`src/rtl/demux1_16_deserializer_if.sv`:
```
// Bus bundle for the 1:16 demux deserializer: serial beat input side plus parallel word output side.
// Handshakes: a beat transfers on a rising edge where bit_valid & bit_ready; a word transfers where out_valid & out_ready.
interface demux1_16_deserializer_if #(
  parameter int WIDTH = 16,
  parameter int SEL_W = 4
);
  logic             start;
  logic             bit_in;
  logic             bit_valid;
  logic             bit_ready;
  logic [SEL_W-1:0] s;
  logic [WIDTH-1:0] out;
  logic             out_valid;
  logic             out_ready;
  logic             parity_err;

  modport master (
    output start, bit_in, bit_valid, out_ready,
    input  bit_ready, s, out, out_valid, parity_err
  );

  modport slave (
    input  start, bit_in, bit_valid, out_ready,
    output bit_ready, s, out, out_valid, parity_err
  );
endinterface

```
`src/rtl/demux1_16_deserializer.sv`:
```
// Serial-to-parallel receiver: each accepted bit is steered into out[s], s auto-increments, word held until taken.
// Optional macro PARITY_CHECK_EN adds one even-parity beat after the data bits and drives parity_err.
module demux1_16_deserializer #(
  parameter int WIDTH = 16,
  parameter int SEL_W = 4
) (
  input  logic                          clk,
  input  logic                          rst_n,
  demux1_16_deserializer_if.slave       bus,
  output logic [1:0]                    dbg_state
);

  typedef enum logic [1:0] {
    IDLE    = 2'd0,
    COLLECT = 2'd1,
    PARITY  = 2'd2,
    HOLD    = 2'd3
  } state_t;

  state_t           state_q, state_d;
  logic [SEL_W-1:0] s_q, s_d;
  logic [WIDTH-1:0] out_q, out_d;
  logic             out_valid_q, out_valid_d;
  logic             bit_ready_q, bit_ready_d;
  logic             parity_err_q, parity_err_d;
  logic             restart;
  logic             accept;

  assign accept = bus.bit_valid & bit_ready_q;

  always_comb begin
    state_d      = state_q;
    s_d          = s_q;
    out_d        = out_q;
    parity_err_d = parity_err_q;
    // In HOLD a start only counts together with the word being taken, so no word is ever dropped.
    restart      = (state_q == HOLD) ? (bus.start & bus.out_ready) : bus.start;

    if (restart) begin
      state_d      = COLLECT;
      out_d        = '0;
      s_d          = '0;
      parity_err_d = 1'b0;
      if (bus.bit_valid) begin
        out_d[0] = bus.bit_in;
        s_d      = SEL_W'(1);
      end
    end else begin
      case (state_q)
        COLLECT: begin
          if (accept) begin
            out_d[s_q] = bus.bit_in;
            s_d        = s_q + SEL_W'(1);
            if (s_q == SEL_W'(WIDTH - 1)) begin
`ifdef PARITY_CHECK_EN
              state_d = PARITY;
`else
              state_d = HOLD;
`endif
            end
          end
        end
`ifdef PARITY_CHECK_EN
        PARITY: begin
          if (accept) begin
            parity_err_d = (^out_q) ^ bus.bit_in;
            state_d      = HOLD;
          end
        end
`endif
        HOLD: begin
          if (bus.out_ready) begin
            state_d      = IDLE;
            parity_err_d = 1'b0;
          end
        end
        default: ;
      endcase
    end

    out_valid_d = (state_d == HOLD);
    bit_ready_d = (state_d == COLLECT) || (state_d == PARITY);
  end

  always_ff @(posedge clk or negedge rst_n) begin
    if (!rst_n) begin
      state_q      <= IDLE;
      s_q          <= '0;
      out_q        <= '0;
      out_valid_q  <= 1'b0;
      bit_ready_q  <= 1'b0;
      parity_err_q <= 1'b0;
    end else begin
      state_q      <= state_d;
      s_q          <= s_d;
      out_q        <= out_d;
      out_valid_q  <= out_valid_d;
      bit_ready_q  <= bit_ready_d;
      parity_err_q <= parity_err_d;
    end
  end

  assign bus.s         = s_q;
  assign bus.out       = out_q;
  assign bus.out_valid = out_valid_q;
  assign bus.bit_ready = bit_ready_q;
  assign dbg_state     = state_q;
`ifdef PARITY_CHECK_EN
  assign bus.parity_err = parity_err_q;
`else
  assign bus.parity_err = 1'b0;
`endif

endmodule

```
`src/flat_wrapper.sv`:
```
// flat-port wrapper written by rule: the top's interface ports become plain ports
module demux1_16_deserializer_flat 
#(
  parameter int WIDTH = 16,
  parameter int SEL_W = 4
)
  (clk, rst_n, dbg_state, bus_start, bus_bit_in, bus_bit_valid, bus_out_ready, bus_bit_ready, bus_s, bus_out, bus_out_valid, bus_parity_err);
  demux1_16_deserializer_if #(.WIDTH(WIDTH), .SEL_W(SEL_W)) bus_i ();
  input  logic clk;
  input  logic rst_n;
  output logic [1:0] dbg_state;
  input wire logic [$bits(bus_i.start)-1:0] bus_start;
  input wire logic [$bits(bus_i.bit_in)-1:0] bus_bit_in;
  input wire logic [$bits(bus_i.bit_valid)-1:0] bus_bit_valid;
  input wire logic [$bits(bus_i.out_ready)-1:0] bus_out_ready;
  output wire logic [$bits(bus_i.bit_ready)-1:0] bus_bit_ready;
  output wire logic [$bits(bus_i.s)-1:0] bus_s;
  output wire logic [$bits(bus_i.out)-1:0] bus_out;
  output wire logic [$bits(bus_i.out_valid)-1:0] bus_out_valid;
  output wire logic [$bits(bus_i.parity_err)-1:0] bus_parity_err;
  assign bus_i.start = bus_start;
  assign bus_i.bit_in = bus_bit_in;
  assign bus_i.bit_valid = bus_bit_valid;
  assign bus_i.out_ready = bus_out_ready;
  assign bus_bit_ready = bus_i.bit_ready;
  assign bus_s = bus_i.s;
  assign bus_out = bus_i.out;
  assign bus_out_valid = bus_i.out_valid;
  assign bus_parity_err = bus_i.parity_err;
  demux1_16_deserializer #(.WIDTH(WIDTH), .SEL_W(SEL_W)) u_core (.clk(clk), .rst_n(rst_n), .bus(bus_i), .dbg_state(dbg_state));
endmodule
```
`config.mk`:
```
export PLATFORM = sky130hd
export DESIGN_NAME = demux1_16_deserializer_flat
export DESIGN_NICKNAME = d
export VERILOG_FILES = /design/src/rtl/demux1_16_deserializer_if.sv /design/src/rtl/demux1_16_deserializer.sv /design/src/flat_wrapper.sv
export SDC_FILE = /design/constraint.sdc
export NUM_CORES = 1
export LEC_CHECK = 0
export BUFFER_PORTS_ARGS = -buffer_cell sky130_fd_sc_hd__buf_2
export CAP_MARGIN = 20
export CORE_MARGIN = 8
export CORE_UTILIZATION = 50
export DETAILED_ROUTE_END_ITERATION = 10
export GPL_ROUTABILITY_DRIVEN = 0
export PLACE_DENSITY = 0.75
export SLEW_MARGIN = 25
export SYNTH_ARGS = -nofsm -noshare
export SYNTH_HDL_FRONTEND = slang
export SYNTH_SLANG_ARGS = --single-unit
```
`constraint.sdc`:
```
create_clock -name clk -period 1.7 [get_ports clk]
set_clock_uncertainty 0.05 [all_clocks]
set_input_delay 0.255 -clock clk [delete_from_list [all_inputs] [get_ports clk]]
set_output_delay 0.255 -clock clk [all_outputs]
set_load 0.05 [all_outputs]
```
# Word-level counts from Yosys, hierarchy flattened
# Index checks and enable logic that the tools add are counted.
# classes
n_mux	17
eq_ne	6
n_lt_le_gt_ge	2
n_addsub	1
n_reduce_logical	5
bitwise	2
# op_table
cell	count
16-bit two-way mux	3
16-bit bitwise mux	1
4-bit two-way mux	3
2-bit two-way mux	4
2-bit == test (second input constant)	3
4-bit by 5-bit less-than comparator with 1-bit output (second input constant)	1
4-bit by 1-bit adder with 4-bit output (second input constant)	1
1-bit demux with 4-bit select	1
2-bit by 1-bit == test with 1-bit output (second input constant)	2
4-bit == test (second input constant)	1
4-bit by 1-bit greater-or-equal comparator with 1-bit output (second input constant)	1
1-bit two-way mux	4
2-bit one-hot mux with 2 select lines	1
2-bit nonzero test	2
1-bit bitwise AND	2
2-bit AND reduction	1
1-bit logical AND	1
1-bit logical OR	1
# totals
output_inout_bits	25
ff_bits	24
in_bits	6
elab_cells	38

# Longest topological paths before layout
# Gate-level depths: netlist (run 1).
# depth
ltp_word	8
mapped_depth	6
depth_no_buf	5

# Worst setup path after synthesis (run 1)
# OpenSTA, ideal clock, no wires.
# synth_timing
path_type	register -> register
from	reg u_core.state_q[0], in the netlist u_core.dbg_state[0]
to	reg u_core.bit_ready_q, in the netlist u_core.bus.bit_ready
required_ns	1.524
arrival_ns	1.709
slack_ns	-0.185
path_buffers	1
period_less_slack_ns	1.885
setup_ns	0.126
stages_incl_launch_ff	6
path_cell_list	dfrtp_1 nand3b_1 and2_1 clkbuf_1 a21oi_1 ha_1
# synth_between
word_cells_on_any_way	11
cone_classes	4 x eq/ne; 6 x mux; 1 x reduce/logical
# synth_rtl
element	line	text
start: declaration	demux1_16_deserializer.sv:20	state_t state_q, state_d;
start signal: assignment	demux1_16_deserializer.sv:94	state_q <= state_d;
2-bit == test / 2-bit by 1-bit == test with 1-bit output (equally long branches)	demux1_16_deserializer.sv:37, demux1_16_deserializer.sv:49	
2-bit one-hot mux with 2 select lines / 1-bit two-way mux (equally long branches)	demux1_16_deserializer.sv:49, demux1_16_deserializer.sv:37	
2-bit two-way mux *	demux1_16_deserializer.sv:39	if (restart) begin
named net u_core.state_d[1]	demux1_16_deserializer.sv:20	
2-bit by 1-bit == test with 1-bit output / 2-bit == test (equally long branches)	demux1_16_deserializer.sv:82	bit_ready_d = (state_d == COLLECT) || (state_d == PARITY);
1-bit logical OR *	demux1_16_deserializer.sv:82	
named net u_core.bit_ready_d	demux1_16_deserializer.sv:24	logic bit_ready_q, bit_ready_d;
end signal: assignment	demux1_16_deserializer.sv:98	bit_ready_q <= bit_ready_d;
end: declaration	demux1_16_deserializer.sv:24	
# Mark *: on every way through the listed nets, which the timed path passes. The rest lies on a longest branch.
# A chain may end at the register's enable or synchronous reset.

# Worst setup path after layout (run 1)
# layout_timing
from	reg u_core.s_q[3], in the netlist u_core.bus.s[3]
to	out bus_s[3]
# layout_rtl
element	line	text
start: declaration	demux1_16_deserializer.sv:21	logic [SEL_W-1:0] s_q, s_d;
start signal: assignment	demux1_16_deserializer.sv:88	s_q <= '0;
start signal: assignment	demux1_16_deserializer.sv:95	s_q <= s_d;
end: declaration	flat_wrapper.sv:17	output wire logic [$bits(bus_i.s)-1:0] bus_s;
# No word-level cell between the ends.

==> results of run 1 <==
==> timing repair <==
action	4_1_cts	5_1_grt
setup buffers	0	0
hold buffers	1	0
gates resized for setup	0	0
hold endpoints to repair	24	0
==> power by group through the flow <==
stage / sequential [mW] / combinational [mW] / clock, mW
final: 0.597 / 0.195 / 0.415
after global routing: 0.600 / 0.213 / 0.452
after CTS: 0.598 / 0.195 / 0.427
after detailed placement: 0.609 / 0.194 / 0
after global placement: 0.608 / 0.190 / 0
after floorplan: 0.650 / 0.0991 / 0
==> per-layer routing <==
metal / up-vias / GRT usage (%) / share of wire (%)
met4: 0 / 5.22 / 0.60
li1: 562 / - / -
met5: - / 0 / 0
met3: 2 / 5.30 / 9.5
met1: 542 / 17.1 / 43
met2: 44 / 22.5 / 47
==> state kept, by name, indices dropped and copies added (netlist names) <==
register,flops
u_core.dbg_state,2
u_core.bus.bit_ready,1
u_core.bus.s,4
u_core.bus.out,16
u_core.bus.out_valid,1
==> logic make-up after synthesis <==
family | after synthesis | share of synthesized area (%)
and+or+nand+nor | 49 | 23.9
other | 1 | 0.280
adders and majority gates | 5 | 4.68
AOI/OAI and AO/OA | 40 | 17.5
xor gates and xnor gates | 1 | 0.655
DFF | 24 | 44.9
buffers and inverters | 22 | 8.04
==> cells in the final DEF, fill, tap and decap left out, types with 2 or more instances in the layout <==
cell / count
sky130_fd_sc_hd__o41ai_1: 3
sky130_fd_sc_hd__dfrtp_2: 5
sky130_fd_sc_hd__nand4_1: 12
sky130_fd_sc_hd__nand3_1: 6
sky130_fd_sc_hd__buf_4: 6
sky130_fd_sc_hd__nand2_1: 7
sky130_fd_sc_hd__ha_1: 5
sky130_fd_sc_hd__buf_2: 29
sky130_fd_sc_hd__inv_1: 6
sky130_fd_sc_hd__a21oi_1: 19
sky130_fd_sc_hd__nor2b_1: 2
sky130_fd_sc_hd__or3_1: 2
sky130_fd_sc_hd__nand4b_1: 4
sky130_fd_sc_hd__and4_1: 3
sky130_fd_sc_hd__clkbuf_4: 3
sky130_fd_sc_hd__a31o_2: 2
sky130_fd_sc_hd__and2_1: 2
sky130_fd_sc_hd__dfrtp_1: 19
sky130_fd_sc_hd__o21ai_0: 12
sky130_fd_sc_hd__nand3b_1: 7
==> worst min path at each step <==
stage | start | endpoint | cells past startpoint | slack [ns]
after floorplan | rst_n | u_core.bus.bit_ready | 0 | -0.09
after global routing | bus_start | u_core.dbg_state[0] | 2 | 0.16
after detailed placement | rst_n | u_core.bus.out[1] | 1 | 0.22
final | bus_start | u_core.dbg_state[0] | 2 | 0.16
after global placement | rst_n | u_core.bus.out[2] | 1 | 0.21
after CTS | bus_start | u_core.dbg_state[0] | 2 | 0.16
==> final cells by class <==
class,instances,area share (%)
inverter,6,1.45
multi-input combinational,96,40.6
clock buffer,3,1.45
sequential,24,39.2
timing repair buffer,36,12.9
tap,30,2.42
clock inverter,1,1.94
==> flow_summary.html, run 1 <==
<table>
<tr><th>Metric</th><th>Value</th></tr>
<tr><th colspan="2">Synthesis</th></tr>
<tr><td>Most instantiated flip-flop cell in the synthesis netlist</td><td>sky130_fd_sc_hd__dfrtp_1</td></tr>
<tr><td>Synthesized area per cell</td><td>9.42 um2</td></tr>
<tr><td>Synthesized netlist net count</td><td>153</td></tr>
<tr><td>Number of enable flip-flop cells after synthesis</td><td>0</td></tr>
<tr><td>Post-Synthesis Cell Area</td><td>1340 um2</td></tr>
<tr><td>Post-synthesis sequential element count</td><td>24</td></tr>
<tr><td>Share of synthesized area occupied by flip-flops and latches</td><td>44.9%</td></tr>
<tr><td>Count of mapped cells out of synthesis</td><td>142</td></tr>
<tr><td>Synth cell types</td><td>32</td></tr>
<tr><td>Synth area leader</td><td>sky130_fd_sc_hd__dfrtp_1</td></tr>
<tr><td>Leading cell type by number of instances after synthesis</td><td>sky130_fd_sc_hd__dfrtp_1</td></tr>
<tr><td>Synth cell count leaders</td><td>sky130_fd_sc_hd__dfrtp_1, sky130_fd_sc_hd__a21oi_1, sky130_fd_sc_hd__nand4_1, sky130_fd_sc_hd__o21ai_0</td></tr>
<tr><td>Proportion of register bits with asynchronous set or reset after synthesis</td><td>100%</td></tr>
<tr><td>Largest cells by area after synthesis</td><td>sky130_fd_sc_hd__dfrtp_1, sky130_fd_sc_hd__a21oi_1, sky130_fd_sc_hd__nand4_1, sky130_fd_sc_hd__ha_1, sky130_fd_sc_hd__o21ai_0</td></tr>
<tr><td>Count of yosys warnings during synthesis</td><td>0</td></tr>
<tr><td>Share of the synthesized area in the top cell type</td><td>44.9%</td></tr>
<tr><th colspan="2">Power</th></tr>
<tr><td>Switching share of total power</td><td>27.5%</td></tr>
<tr><td>Internal</td><td>0.875 mW</td></tr>
<tr><td>Power spent charging and discharging nets</td><td>0.332 mW</td></tr>
<tr><td>Register share of total power</td><td>49.5%</td></tr>
<tr><td>Pwr Total</td><td>1.21 mW</td></tr>
<tr><td>Leakage dissipation</td><td>0.683 nW</td></tr>
<tr><td>Maximum VDD drop</td><td>582 uV</td></tr>
<tr><td>Clk pwr share</td><td>34.3%</td></tr>
<tr><td>Areal power density over the cells</td><td>780 nW/um2</td></tr>
<tr><td>Combinational cell fraction of total power</td><td>16.2%</td></tr>
<tr><th colspan="2">STA</th></tr>
<tr><td>Fin Setup TNS</td><td>0 ns</td></tr>
<tr><td>Worst Tran Pin Value</td><td>0.536 ns</td></tr>
<tr><td>Endpoints failing hold</td><td>0</td></tr>
<tr><td>Unrepaired setup endpoints after global routing</td><td>false</td></tr>
<tr><td>Upper clock frequency limit</td><td>627 MHz</td></tr>
<tr><td>Max Slew Vio Count</td><td>0</td></tr>
<tr><td>Fraction of the cycle the final worst path needs</td><td>93.8%</td></tr>
<tr><td>Clock period minus final worst setup slack</td><td>1.59 ns</td></tr>
<tr><td>Final setup margin</td><td>0.105 ns</td></tr>
<tr><td>Hold slack</td><td>0.163 ns</td></tr>
<tr><td>Number of endpoints failing setup at the final stage</td><td>0</td></tr>
<tr><td>Worst max-slew margin expressed relative to the limit</td><td>64.2%</td></tr>
<tr><th colspan="2">Setup path</th></tr>
<tr><td>Path depth of the worst reg2reg path</td><td>4</td></tr>
<tr><td>Kind of end point of the critical path</td><td>primary output</td></tr>
<tr><td>Startpoint Class</td><td>register</td></tr>
<tr><td>Kind of cell adding the most delay to the critical path</td><td>buffers and inverters</td></tr>
<tr><td>Critical R2R Capture</td><td>u_core.bus.out[1]</td></tr>
<tr><td>Required @ worst endpoint</td><td>1.39 ns</td></tr>
<tr><td>Highest-delay cell along the critical path</td><td>sky130_fd_sc_hd__dfrtp_1</td></tr>
<tr><td>Number of cells on the critical path</td><td>2</td></tr>
<tr><td>Last element of the critical path</td><td>bus_s[3]</td></tr>
<tr><td>Launch point of the critical path</td><td>u_core.bus.s[3]</td></tr>
<tr><td>Data arrival time at the worst-slack endpoint</td><td>1.29 ns</td></tr>
<tr><td>Slack of the worst reg-to-reg path</td><td>0.16 ns</td></tr>
<tr><td>Reg2reg start</td><td>u_core.dbg_state[1]</td></tr>
<tr><td>Bufs and invs on worst path</td><td>2</td></tr>
<tr><td>Cell Chain, Critical Path</td><td>buf_4 &gt; buf_2</td></tr>
<tr><td>Critical Path Max Stage Delay</td><td>0.44 ns</td></tr>
<tr><td>Critical path fanouts, max</td><td>18</td></tr>
<tr><td>Worst Setup Path Type</td><td>reg2out</td></tr>
<tr><th colspan="2">Global routing</th></tr>
<tr><td>Global-route total usage across every layer</td><td>14.2%</td></tr>
<tr><td>Wire length of the first global-routing pass</td><td>5.12 mm</td></tr>
<tr><td>Maximum number of pins on one net before global-route repair</td><td>25</td></tr>
<tr><td>Overall overflow remaining after global route</td><td>0</td></tr>
<tr><td>Via count of the first global-routing pass</td><td>1092</td></tr>
<tr><td>Initial antenna violation count</td><td>0</td></tr>
<tr><th colspan="2">Worst hold path</th></tr>
<tr><td>Worst hold path class</td><td>in2reg</td></tr>
<tr><th colspan="2">Die</th></tr>
<tr><td>Horizontal extent of the die</td><td>67.7 um</td></tr>
<tr><td>Placeable core area</td><td>2500 um2</td></tr>
<tr><td>Std-Cell Rows</td><td>18</td></tr>
<tr><td>Die H</td><td>67.7 um</td></tr>
<tr><td>Effective utilization at floorplan</td><td>53.5%</td></tr>
<tr><td>Full die area</td><td>4590 um2</td></tr>
<tr><td>Number of I/O pins</td><td>31</td></tr>
<tr><th colspan="2">CTS</th></tr>
<tr><td>Number of buffers created by CTS</td><td>3</td></tr>
<tr><td>Clock tree root buffer cell</td><td>sky130_fd_sc_hd__clkbuf_4</td></tr>
<tr><td>Clock slew at reported path FFs</td><td>0.13 ns</td></tr>
<tr><td>Source-to-sink clock delay at the later pin of the worst-skew pair</td><td>0.31 ns</td></tr>
<tr><td>CTS tree</td><td>yes</td></tr>
<tr><td>Number of buffers between clock root and the deepest sink</td><td>2</td></tr>
<tr><td>Clock sink count</td><td>24</td></tr>
<tr><td>CTS H-tree lvls</td><td>1</td></tr>
<tr><th colspan="2">Finish</th></tr>
<tr><td>Layout Cells excl Fill</td><td>196</td></tr>
<tr><td>Growth of design area from synthesis to finish</td><td>15.8%</td></tr>
<tr><td>Sequential standard cell area</td><td>607 um2</td></tr>
<tr><td>Final Cell Area</td><td>1550 um2</td></tr>
<tr><td>Final-stage net count</td><td>178</td></tr>
<tr><td>Number of fill cells</td><td>221</td></tr>
<tr><td>Area taken by multi-input logic gates</td><td>629 um2</td></tr>
<tr><td>Fraction of the core area covered by cells at the end of the flow</td><td>62.0%</td></tr>
<tr><td>Fraction of layout instances using a drive strength above 1</td><td>29.5%</td></tr>
<tr><td>Diodes inserted</td><td>0</td></tr>
<tr><th colspan="2">Detailed routing</th></tr>
<tr><td>ANT nets after route</td><td>0</td></tr>
<tr><td>Avg WL per Cell</td><td>16.2 um</td></tr>
<tr><td>Detailed Route WL</td><td>3.17 mm</td></tr>
<tr><td>Via total after detailed routing</td><td>1150</td></tr>
<tr><td>DRC errors left</td><td>0</td></tr>
<tr><td>Drt pass-1 iters</td><td>5</td></tr>
<tr><td>Vias per std cell</td><td>5.87</td></tr>
<tr><td>Starting DRT DRC Count</td><td>38</td></tr>
<tr><th colspan="2">Run status</th></tr>
<tr><td>Status</td><td>finished clean</td></tr>
<tr><th colspan="2">Placement</th></tr>
<tr><td>Placed wire-length estimate</td><td>2.26 mm</td></tr>
<tr><td>Number of instances in the placed design</td><td>191</td></tr>
<tr><td>Pre-CTS worst setup slack</td><td>0.174 ns</td></tr>
<tr><td>Placed Area</td><td>1490 um2</td></tr>
<tr><td>I/O Buffers</td><td>29</td></tr>
<tr><th colspan="2">Run</th></tr>
<tr><td>Number of maximum-capacitance constraint violations</td><td>0</td></tr>
</table>
(Power assumes the default switching activity.)
==> inputs of run 2 (changes only) <==
--- a/config.mk
+++ b/config.mk
@@ -7,6 +7,7 @@
 export LEC_CHECK = 0
 export BUFFER_PORTS_ARGS = -buffer_cell sky130_fd_sc_hd__buf_2
 export CAP_MARGIN = 20
+export CORE_ASPECT_RATIO = 1.2
 export CORE_MARGIN = 8
 export CORE_UTILIZATION = 50
 export DETAILED_ROUTE_END_ITERATION = 10
==> constraint.sdc (replaced) <==
create_clock -name clk -period 1.9 [get_ports clk]
set_clock_uncertainty 0.05 [all_clocks]
set_input_delay 0.285 -clock clk [delete_from_list [all_inputs] [get_ports clk]]
set_output_delay 0.285 -clock clk [all_outputs]
set_load 0.05 [all_outputs]
==> run 2 against run 1 <==
- clock power shrank 10%
- die area grew 0.15%
- cell area shrank 0.65%
- hold slack gained 0.039 ns
- critical path type unchanged
- global-route usage grew 0.17 points
==> flow_summary.html, run 2 (synthesis gave the netlist of run 1 again) <==
<table>
<tr><th>Metric</th><th>Value</th></tr>
<tr><th colspan="2">Power</th></tr>
<tr><td>Register share of total power</td><td>49.6%</td></tr>
<tr><td>Combinational cell fraction of total power</td><td>16.0%</td></tr>
<tr><td>Leakage dissipation</td><td>0.684 nW</td></tr>
<tr><td>Internal</td><td>0.781 mW</td></tr>
<tr><td>Clk pwr share</td><td>34.5%</td></tr>
<tr><td>Pwr Total</td><td>1.08 mW</td></tr>
<tr><td>Power spent charging and discharging nets</td><td>0.297 mW</td></tr>
<tr><td>Maximum VDD drop</td><td>483 uV</td></tr>
<tr><td>Switching share of total power</td><td>27.5%</td></tr>
<tr><td>Areal power density over the cells</td><td>701 nW/um2</td></tr>
<tr><th colspan="2">Global routing</th></tr>
<tr><td>Wire length of the first global-routing pass</td><td>5.42 mm</td></tr>
<tr><td>Via count of the first global-routing pass</td><td>1191</td></tr>
<tr><td>Maximum number of pins on one net before global-route repair</td><td>25</td></tr>
<tr><td>Overall overflow remaining after global route</td><td>0</td></tr>
<tr><td>Global-route total usage across every layer</td><td>14.3%</td></tr>
<tr><td>Initial antenna violation count</td><td>0</td></tr>
<tr><th colspan="2">Placement</th></tr>
<tr><td>Placed Area</td><td>1480 um2</td></tr>
<tr><td>I/O Buffers</td><td>29</td></tr>
<tr><td>Placed wire-length estimate</td><td>2.33 mm</td></tr>
<tr><td>Pre-CTS worst setup slack</td><td>0.275 ns</td></tr>
<tr><th colspan="2">Setup path</th></tr>
<tr><td>Critical R2R Capture</td><td>u_core.bus.bit_ready</td></tr>
<tr><td>Critical path fanouts, max</td><td>12</td></tr>
<tr><td>Highest-delay cell along the critical path</td><td>sky130_fd_sc_hd__dfrtp_1</td></tr>
<tr><td>Data arrival time at the worst-slack endpoint</td><td>1.42 ns</td></tr>
<tr><td>Startpoint Class</td><td>register</td></tr>
<tr><td>Slack of the worst reg-to-reg path</td><td>0.26 ns</td></tr>
<tr><td>Bufs and invs on worst path</td><td>2</td></tr>
<tr><td>Required @ worst endpoint</td><td>1.56 ns</td></tr>
<tr><td>Critical Path Max Stage Delay</td><td>0.58 ns</td></tr>
<tr><td>Kind of end point of the critical path</td><td>primary output</td></tr>
<tr><td>Reg2reg start</td><td>u_core.bus.s[0]</td></tr>
<tr><td>Path depth of the worst reg2reg path</td><td>5</td></tr>
<tr><td>Worst Setup Path Type</td><td>reg2out</td></tr>
<tr><td>Cell Chain, Critical Path</td><td>buf_4 &gt; buf_2</td></tr>
<tr><td>Kind of cell adding the most delay to the critical path</td><td>flip-flops</td></tr>
<tr><th colspan="2">Run status</th></tr>
<tr><td>Status</td><td>finished clean</td></tr>
<tr><th colspan="2">STA</th></tr>
<tr><td>Unrepaired setup endpoints after global routing</td><td>false</td></tr>
<tr><td>Fin Setup TNS</td><td>0 ns</td></tr>
<tr><td>Number of endpoints failing setup at the final stage</td><td>0</td></tr>
<tr><td>Worst Tran Pin Value</td><td>0.538 ns</td></tr>
<tr><td>Fraction of the cycle the final worst path needs</td><td>92.3%</td></tr>
<tr><td>Worst max-slew margin expressed relative to the limit</td><td>64.1%</td></tr>
<tr><td>Max Slew Vio Count</td><td>0</td></tr>
<tr><td>Final setup margin</td><td>0.146 ns</td></tr>
<tr><td>Upper clock frequency limit</td><td>570 MHz</td></tr>
<tr><td>Clock period minus final worst setup slack</td><td>1.75 ns</td></tr>
<tr><td>Endpoints failing hold</td><td>0</td></tr>
<tr><th colspan="2">CTS</th></tr>
<tr><td>Source-to-sink clock delay at the later pin of the worst-skew pair</td><td>0.32 ns</td></tr>
<tr><td>Clock sink count</td><td>24</td></tr>
<tr><td>Number of buffers between clock root and the deepest sink</td><td>2</td></tr>
<tr><td># resized after CTS</td><td>0</td></tr>
<tr><td>CTS H-tree lvls</td><td>1</td></tr>
<tr><td>Clock slew at reported path FFs</td><td>0.13 ns</td></tr>
<tr><td>Number of buffers created by CTS</td><td>3</td></tr>
<tr><td>CTS tree</td><td>yes</td></tr>
<tr><td>Clock tree root buffer cell</td><td>sky130_fd_sc_hd__clkbuf_4</td></tr>
<tr><th colspan="2">Finish</th></tr>
<tr><td>Diodes inserted</td><td>0</td></tr>
<tr><td>Area taken by multi-input logic gates</td><td>629 um2</td></tr>
<tr><td>Number of fill cells</td><td>248</td></tr>
<tr><td>Highest-count cells in the layout ignoring fill and taps</td><td>sky130_fd_sc_hd__buf_2, sky130_fd_sc_hd__dfrtp_1, sky130_fd_sc_hd__a21oi_1, sky130_fd_sc_hd__o21ai_0, sky130_fd_sc_hd__nand4_1</td></tr>
<tr><td>Growth of design area from synthesis to finish</td><td>15.1%</td></tr>
<tr><td>Final Cell Area</td><td>1540 um2</td></tr>
<tr><td>Fraction of layout instances using a drive strength above 1</td><td>26.1%</td></tr>
<tr><td>Final-stage net count</td><td>177</td></tr>
<tr><td>Most common library cell in the layout ignoring fill and taps</td><td>sky130_fd_sc_hd__buf_2</td></tr>
<tr><td>Sequential standard cell area</td><td>601 um2</td></tr>
<tr><td>Number of flip-flops under the largest register name</td><td>16</td></tr>
<tr><th colspan="2">Die</th></tr>
<tr><td>Number of I/O pins</td><td>31</td></tr>
<tr><td>Std-Cell Rows</td><td>20</td></tr>
<tr><td>Full die area</td><td>4590 um2</td></tr>
<tr><td>Die H</td><td>72.7 um</td></tr>
<tr><td>Horizontal extent of the die</td><td>63.2 um</td></tr>
<tr><td>Placeable core area</td><td>2550 um2</td></tr>
<tr><td>Effective utilization at floorplan</td><td>52.4%</td></tr>
<tr><th colspan="2">Detailed routing</th></tr>
<tr><td>Avg WL per Cell</td><td>16.0 um</td></tr>
<tr><td>Detailed Route WL</td><td>3.17 mm</td></tr>
<tr><td>Vias per std cell</td><td>6.04</td></tr>
<tr><td>Via total after detailed routing</td><td>1196</td></tr>
<tr><td>DRC errors left</td><td>0</td></tr>
<tr><td>Drt pass-1 iters</td><td>4</td></tr>
<tr><td>Starting DRT DRC Count</td><td>56</td></tr>
<tr><td>ANT nets after route</td><td>0</td></tr>
<tr><th colspan="2">Worst hold path</th></tr>
<tr><td>Hold path startpoint</td><td>bus_start</td></tr>
<tr><td>Hold-critical path endpoint</td><td>u_core.dbg_state[0]</td></tr>
<tr><td>Worst hold path class</td><td>in2reg</td></tr>
<tr><td>Instance count along the most critical hold path</td><td>2</td></tr>
<tr><th colspan="2">Run</th></tr>
<tr><td>Number of maximum-capacitance constraint violations</td><td>0</td></tr>
</table>
## run 2: area by class of cell
cell class | instances | area share (%)
inverters | 6 | 1.46
repair buffers | 35 | 12.5
clock buffers | 3 | 1.46
multi-input cells | 96 | 40.9
clock inverters | 1 | 1.95
well taps | 33 | 2.68
flip-flops and latches | 24 | 39.0
## run 2: worst max-delay path by stage
stage                              startpoint                   end  depth (start not counted)
after global placement    u_core.dbg_state[1]  u_core.bus.bit_ready                          4
after global routing          u_core.bus.s[3]              bus_s[3]                          2
after CTS                     u_core.bus.s[3]              bus_s[3]                          2
final                         u_core.bus.s[3]              bus_s[3]                          2
after detailed placement  u_core.dbg_state[1]  u_core.bus.bit_ready                          4
after floorplan           u_core.dbg_state[0]  u_core.bus.bit_ready                          5
## run 2: power groups by stage
| stage | combinational (mW) | clock (mW) | sequential [mW] |
|---|---|---|---|
| after floorplan | 0.0888 | 0 | 0.580 |
| after global placement | 0.167 | 0 | 0.543 |
| after detailed placement | 0.172 | 0 | 0.544 |
| after CTS | 0.174 | 0.376 | 0.534 |
| after global routing | 0.187 | 0.396 | 0.536 |
| final | 0.172 | 0.372 | 0.534 |
## run 2: layer usage
metal	global-route usage, %	part of all wire [%]	up-vias
li1	-	-	566
met1	16.6	42	583
met2	24.9	51	42
met3	3.69	5.8	5
met4	5.46	1.3	0
met5	0	0	-
## run 2: repair_timing
item / CTS / global route
setup endpoints to repair: 0 / 0
endpoints found under the hold margin: 24 / 0
hold buffers: 1 / 0
setup buffers: 0 / 0
## run 2: per-stage QoR
step / hold slack, ns / cells / util [%]
floorplan: -0.0606 / 142 / -
global placement: 0.242 / 193 / 57.8
detailed placement: 0.248 / 193 / 57.8
CTS: 0.204 / 198 / 60.3
global route: 0.205 / 198 / 60.3
finish: 0.202 / 198 / 60.3
==> inputs of run 3 (changes only) <==
--- a/config.mk
+++ b/config.mk
@@ -12,6 +12,7 @@
 export CORE_UTILIZATION = 50
 export DETAILED_ROUTE_END_ITERATION = 10
 export GPL_ROUTABILITY_DRIVEN = 0
+export GPL_TIMING_DRIVEN = 0
 export PLACE_DENSITY = 0.75
 export SLEW_MARGIN = 25
 export SYNTH_ARGS = -nofsm -noshare
==> run 3 against run 2 <==
- non-clock buffer count rose by 10
- final cell count rose by 5.1%
- largest power group unchanged
- first-iteration DRC count rose by 11%
- flip-flop and latch count stayed put
==> flow_summary.html, run 3 (synthesis gave the netlist of run 1 again) <==
<table>
<tr><th>Metric</th><th>Value</th></tr>
<tr><th colspan="2">Power</th></tr>
<tr><td>Combinational cell fraction of total power</td><td>16.8%</td></tr>
<tr><td>Areal power density over the cells</td><td>691 nW/um2</td></tr>
<tr><td>Maximum VDD drop</td><td>545 uV</td></tr>
<tr><td>Internal</td><td>0.785 mW</td></tr>
<tr><td>Clk pwr share</td><td>34.5%</td></tr>
<tr><td>Pwr Total</td><td>1.09 mW</td></tr>
<tr><td>Leakage dissipation</td><td>0.717 nW</td></tr>
<tr><td>Register share of total power</td><td>48.7%</td></tr>
<tr><td>Switching share of total power</td><td>28.2%</td></tr>
<tr><td>Power spent charging and discharging nets</td><td>0.309 mW</td></tr>
<tr><th colspan="2">Detailed routing</th></tr>
<tr><td>Drt pass-1 iters</td><td>4</td></tr>
<tr><td>Avg WL per Cell</td><td>16.0 um</td></tr>
<tr><td>Via total after detailed routing</td><td>1201</td></tr>
<tr><td>Detailed Route WL</td><td>3.33 mm</td></tr>
<tr><td>DRC errors left</td><td>0</td></tr>
<tr><td>Starting DRT DRC Count</td><td>62</td></tr>
<tr><td>Vias per std cell</td><td>5.77</td></tr>
<tr><td>ANT nets after route</td><td>0</td></tr>
<tr><th colspan="2">Global routing</th></tr>
<tr><td>Wire length of the first global-routing pass</td><td>5.49 mm</td></tr>
<tr><td>Maximum number of pins on one net before global-route repair</td><td>25</td></tr>
<tr><td>Via count of the first global-routing pass</td><td>1175</td></tr>
<tr><td>Global-route total usage across every layer</td><td>14.6%</td></tr>
<tr><td>Initial antenna violation count</td><td>0</td></tr>
<tr><td>Overall overflow remaining after global route</td><td>0</td></tr>
<tr><th colspan="2">STA</th></tr>
<tr><td>Max Slew Vio Count</td><td>0</td></tr>
<tr><td>Number of endpoints failing setup at the final stage</td><td>0</td></tr>
<tr><td>Upper clock frequency limit</td><td>580 MHz</td></tr>
<tr><td>Worst max-slew margin expressed relative to the limit</td><td>63.5%</td></tr>
<tr><td>Fraction of the cycle the final worst path needs</td><td>90.7%</td></tr>
<tr><td>Fin Setup TNS</td><td>0 ns</td></tr>
<tr><td>Worst Tran Pin Value</td><td>0.547 ns</td></tr>
<tr><td>Clock period minus final worst setup slack</td><td>1.72 ns</td></tr>
<tr><td>Endpoints failing hold</td><td>0</td></tr>
<tr><td>Unrepaired setup endpoints after global routing</td><td>false</td></tr>
<tr><th colspan="2">Setup path</th></tr>
<tr><td>Critical path fanouts, max</td><td>10</td></tr>
<tr><td>Required @ worst endpoint</td><td>2.08 ns</td></tr>
<tr><td>Startpoint Class</td><td>register</td></tr>
<tr><td>Worst Setup Path Type</td><td>reg2reg</td></tr>
<tr><td>Data arrival time at the worst-slack endpoint</td><td>1.90 ns</td></tr>
<tr><td>Kind of end point of the critical path</td><td>register</td></tr>
<tr><th colspan="2">Die</th></tr>
<tr><td>Effective utilization at floorplan</td><td>52.4%</td></tr>
<tr><td>Std-Cell Rows</td><td>20</td></tr>
<tr><td>Die H</td><td>72.7 um</td></tr>
<tr><td>Placeable core area</td><td>2550 um2</td></tr>
<tr><td>Full die area</td><td>4590 um2</td></tr>
<tr><td>Horizontal extent of the die</td><td>63.2 um</td></tr>
<tr><td>Number of I/O pins</td><td>31</td></tr>
<tr><th colspan="2">CTS</th></tr>
<tr><td>Clock tree root buffer cell</td><td>sky130_fd_sc_hd__clkbuf_4</td></tr>
<tr><td>CTS H-tree lvls</td><td>1</td></tr>
<tr><td>Clock slew at reported path FFs</td><td>0.14 ns</td></tr>
<tr><td>Clock sink count</td><td>24</td></tr>
<tr><td>CTS tree</td><td>yes</td></tr>
<tr><td>Number of buffers between clock root and the deepest sink</td><td>2</td></tr>
<tr><td>Post CTS Setup Buffer Count</td><td>0</td></tr>
<tr><td>Source-to-sink clock delay at the later pin of the worst-skew pair</td><td>0.32 ns</td></tr>
<tr><td>Number of buffers created by CTS</td><td>3</td></tr>
<tr><th colspan="2">Finish</th></tr>
<tr><td>Growth of design area from synthesis to finish</td><td>18.3%</td></tr>
<tr><td>Number of flip-flops under the largest register name</td><td>16</td></tr>
<tr><td>Fraction of layout instances using a drive strength above 1</td><td>28.0%</td></tr>
<tr><td>Final Cell Area</td><td>1580 um2</td></tr>
<tr><td>Layout Cells excl Fill</td><td>208</td></tr>
<tr><td>Number of fill cells</td><td>236</td></tr>
<tr><td>Most common library cell in the layout ignoring fill and taps</td><td>sky130_fd_sc_hd__buf_2</td></tr>
<tr><td>Diodes inserted</td><td>0</td></tr>
<tr><td>Highest-count cells in the layout ignoring fill and taps</td><td>sky130_fd_sc_hd__buf_2, sky130_fd_sc_hd__dfrtp_1, sky130_fd_sc_hd__a21oi_1, sky130_fd_sc_hd__o21ai_0, sky130_fd_sc_hd__nand4_1</td></tr>
<tr><td>Final-stage net count</td><td>187</td></tr>
<tr><th colspan="2">Run</th></tr>
<tr><td>Number of maximum-capacitance constraint violations</td><td>0</td></tr>
<tr><th colspan="2">Run status</th></tr>
<tr><td>Status</td><td>finished clean</td></tr>
<tr><th colspan="2">Placement</th></tr>
<tr><td>Placed wire-length estimate</td><td>2.39 mm</td></tr>
<tr><td>Placed Area</td><td>1520 um2</td></tr>
<tr><td>Number of instances in the placed design</td><td>203</td></tr>
<tr><td>I/O Buffers</td><td>28</td></tr>
<tr><th colspan="2">Worst hold path</th></tr>
<tr><td>Worst hold path class</td><td>in2reg</td></tr>
</table>
## run 3: changes by cell type in the layout (fill, tap and decap cells not counted)
| cell | before | now |
|---|---|---|
| sky130_fd_sc_hd__clkbuf_1 | 0 | 3 |
| sky130_fd_sc_hd__buf_1 | 0 | 1 |
| sky130_fd_sc_hd__buf_6 | 0 | 1 |
| sky130_fd_sc_hd__buf_4 | 5 | 2 |
| sky130_fd_sc_hd__buf_2 | 29 | 34 |
| sky130_fd_sc_hd__clkbuf_2 | 0 | 3 |
## run 3: worst paths after layout
path | start | endpoint | slack [ns] | cells past startpoint
setup / recovery | u_core.dbg_state[0] | u_core.bus.bit_ready | 0.18 | 6
hold / removal | bus_start | u_core.dbg_state[0] | 0.19 | 2
setup reg to reg | u_core.dbg_state[0] | u_core.bus.bit_ready | 0.18 | 6
hold reg to reg | u_core.bus.out[7] | u_core.bus.out[7] | 0.49 | 2
max in group asynchronous | rst_n | u_core.bus.s[1] | 1.03 | 2
min in group asynchronous | rst_n | u_core.bus.out[1] | 0.41 | 2
## run 3: timing repair
action | 4_1_cts | 5_1_grt
setup endpoints to repair | 0 | 1
gates resized for setup | 0 | 2
hold buffers | 1 | 0
hold endpoints to repair | 24 | 0
## run 3: worst max-delay path, stage by stage (launching register included)
cell,delay [ns]
sky130_fd_sc_hd__dfrtp_1,0.50
sky130_fd_sc_hd__and4b_1,0.24
sky130_fd_sc_hd__buf_6,0.15
sky130_fd_sc_hd__buf_4,0.18
sky130_fd_sc_hd__nand2_1,0.07
sky130_fd_sc_hd__a21oi_1,0.18
sky130_fd_sc_hd__ha_1,0.26
## run 3: cell type report
| class | count | area [um2] | area share (%) |
|---|---|---|---|
| Inverter | 6 | 22.5 | 1.42 |
| Sequential cell | 24 | 601 | 37.9 |
| Clock buffer | 3 | 22.5 | 1.42 |
| Timing Repair Buffer | 29 | 150 | 9.49 |
| Clock inverter | 1 | 30.0 | 1.90 |
| Multi-Input combinational cell | 96 | 629 | 39.8 |
| Tap cell | 33 | 41.3 | 2.61 |
| Buffer | 16 | 86.3 | 5.45 |
## run 3: power groups by stage
stage	sequential [mW]	clock [mW]	combinational [mW]
after floorplan	0.580	0	0.0888
after global placement	0.542	0	0.178
after detailed placement	0.543	0	0.181
after CTS	0.533	0.385	0.184
after global routing	0.535	0.403	0.203
final	0.533	0.378	0.183
## run 3: routing by layer
metal | wire length, um | global-route usage, %
met5 | 0 | 0
met4 | 60 | 6.20
met3 | 169 | 3.38
met2 | 1610 | 23.9
met1 | 1490 | 17.8
## run 3: through the flow
step / setup WS [ns] / hold WS, ns / util (%)
finish: 0.176 / 0.188 / 62.0
floorplan: 0.0150 / -0.0606 / -
CTS: 0.105 / 0.194 / 62.0
detailed placement: 0.120 / 0.256 / 59.5
global placement: 0.153 / 0.240 / 59.5
global route: 0.0614 / 0.189 / 62.0
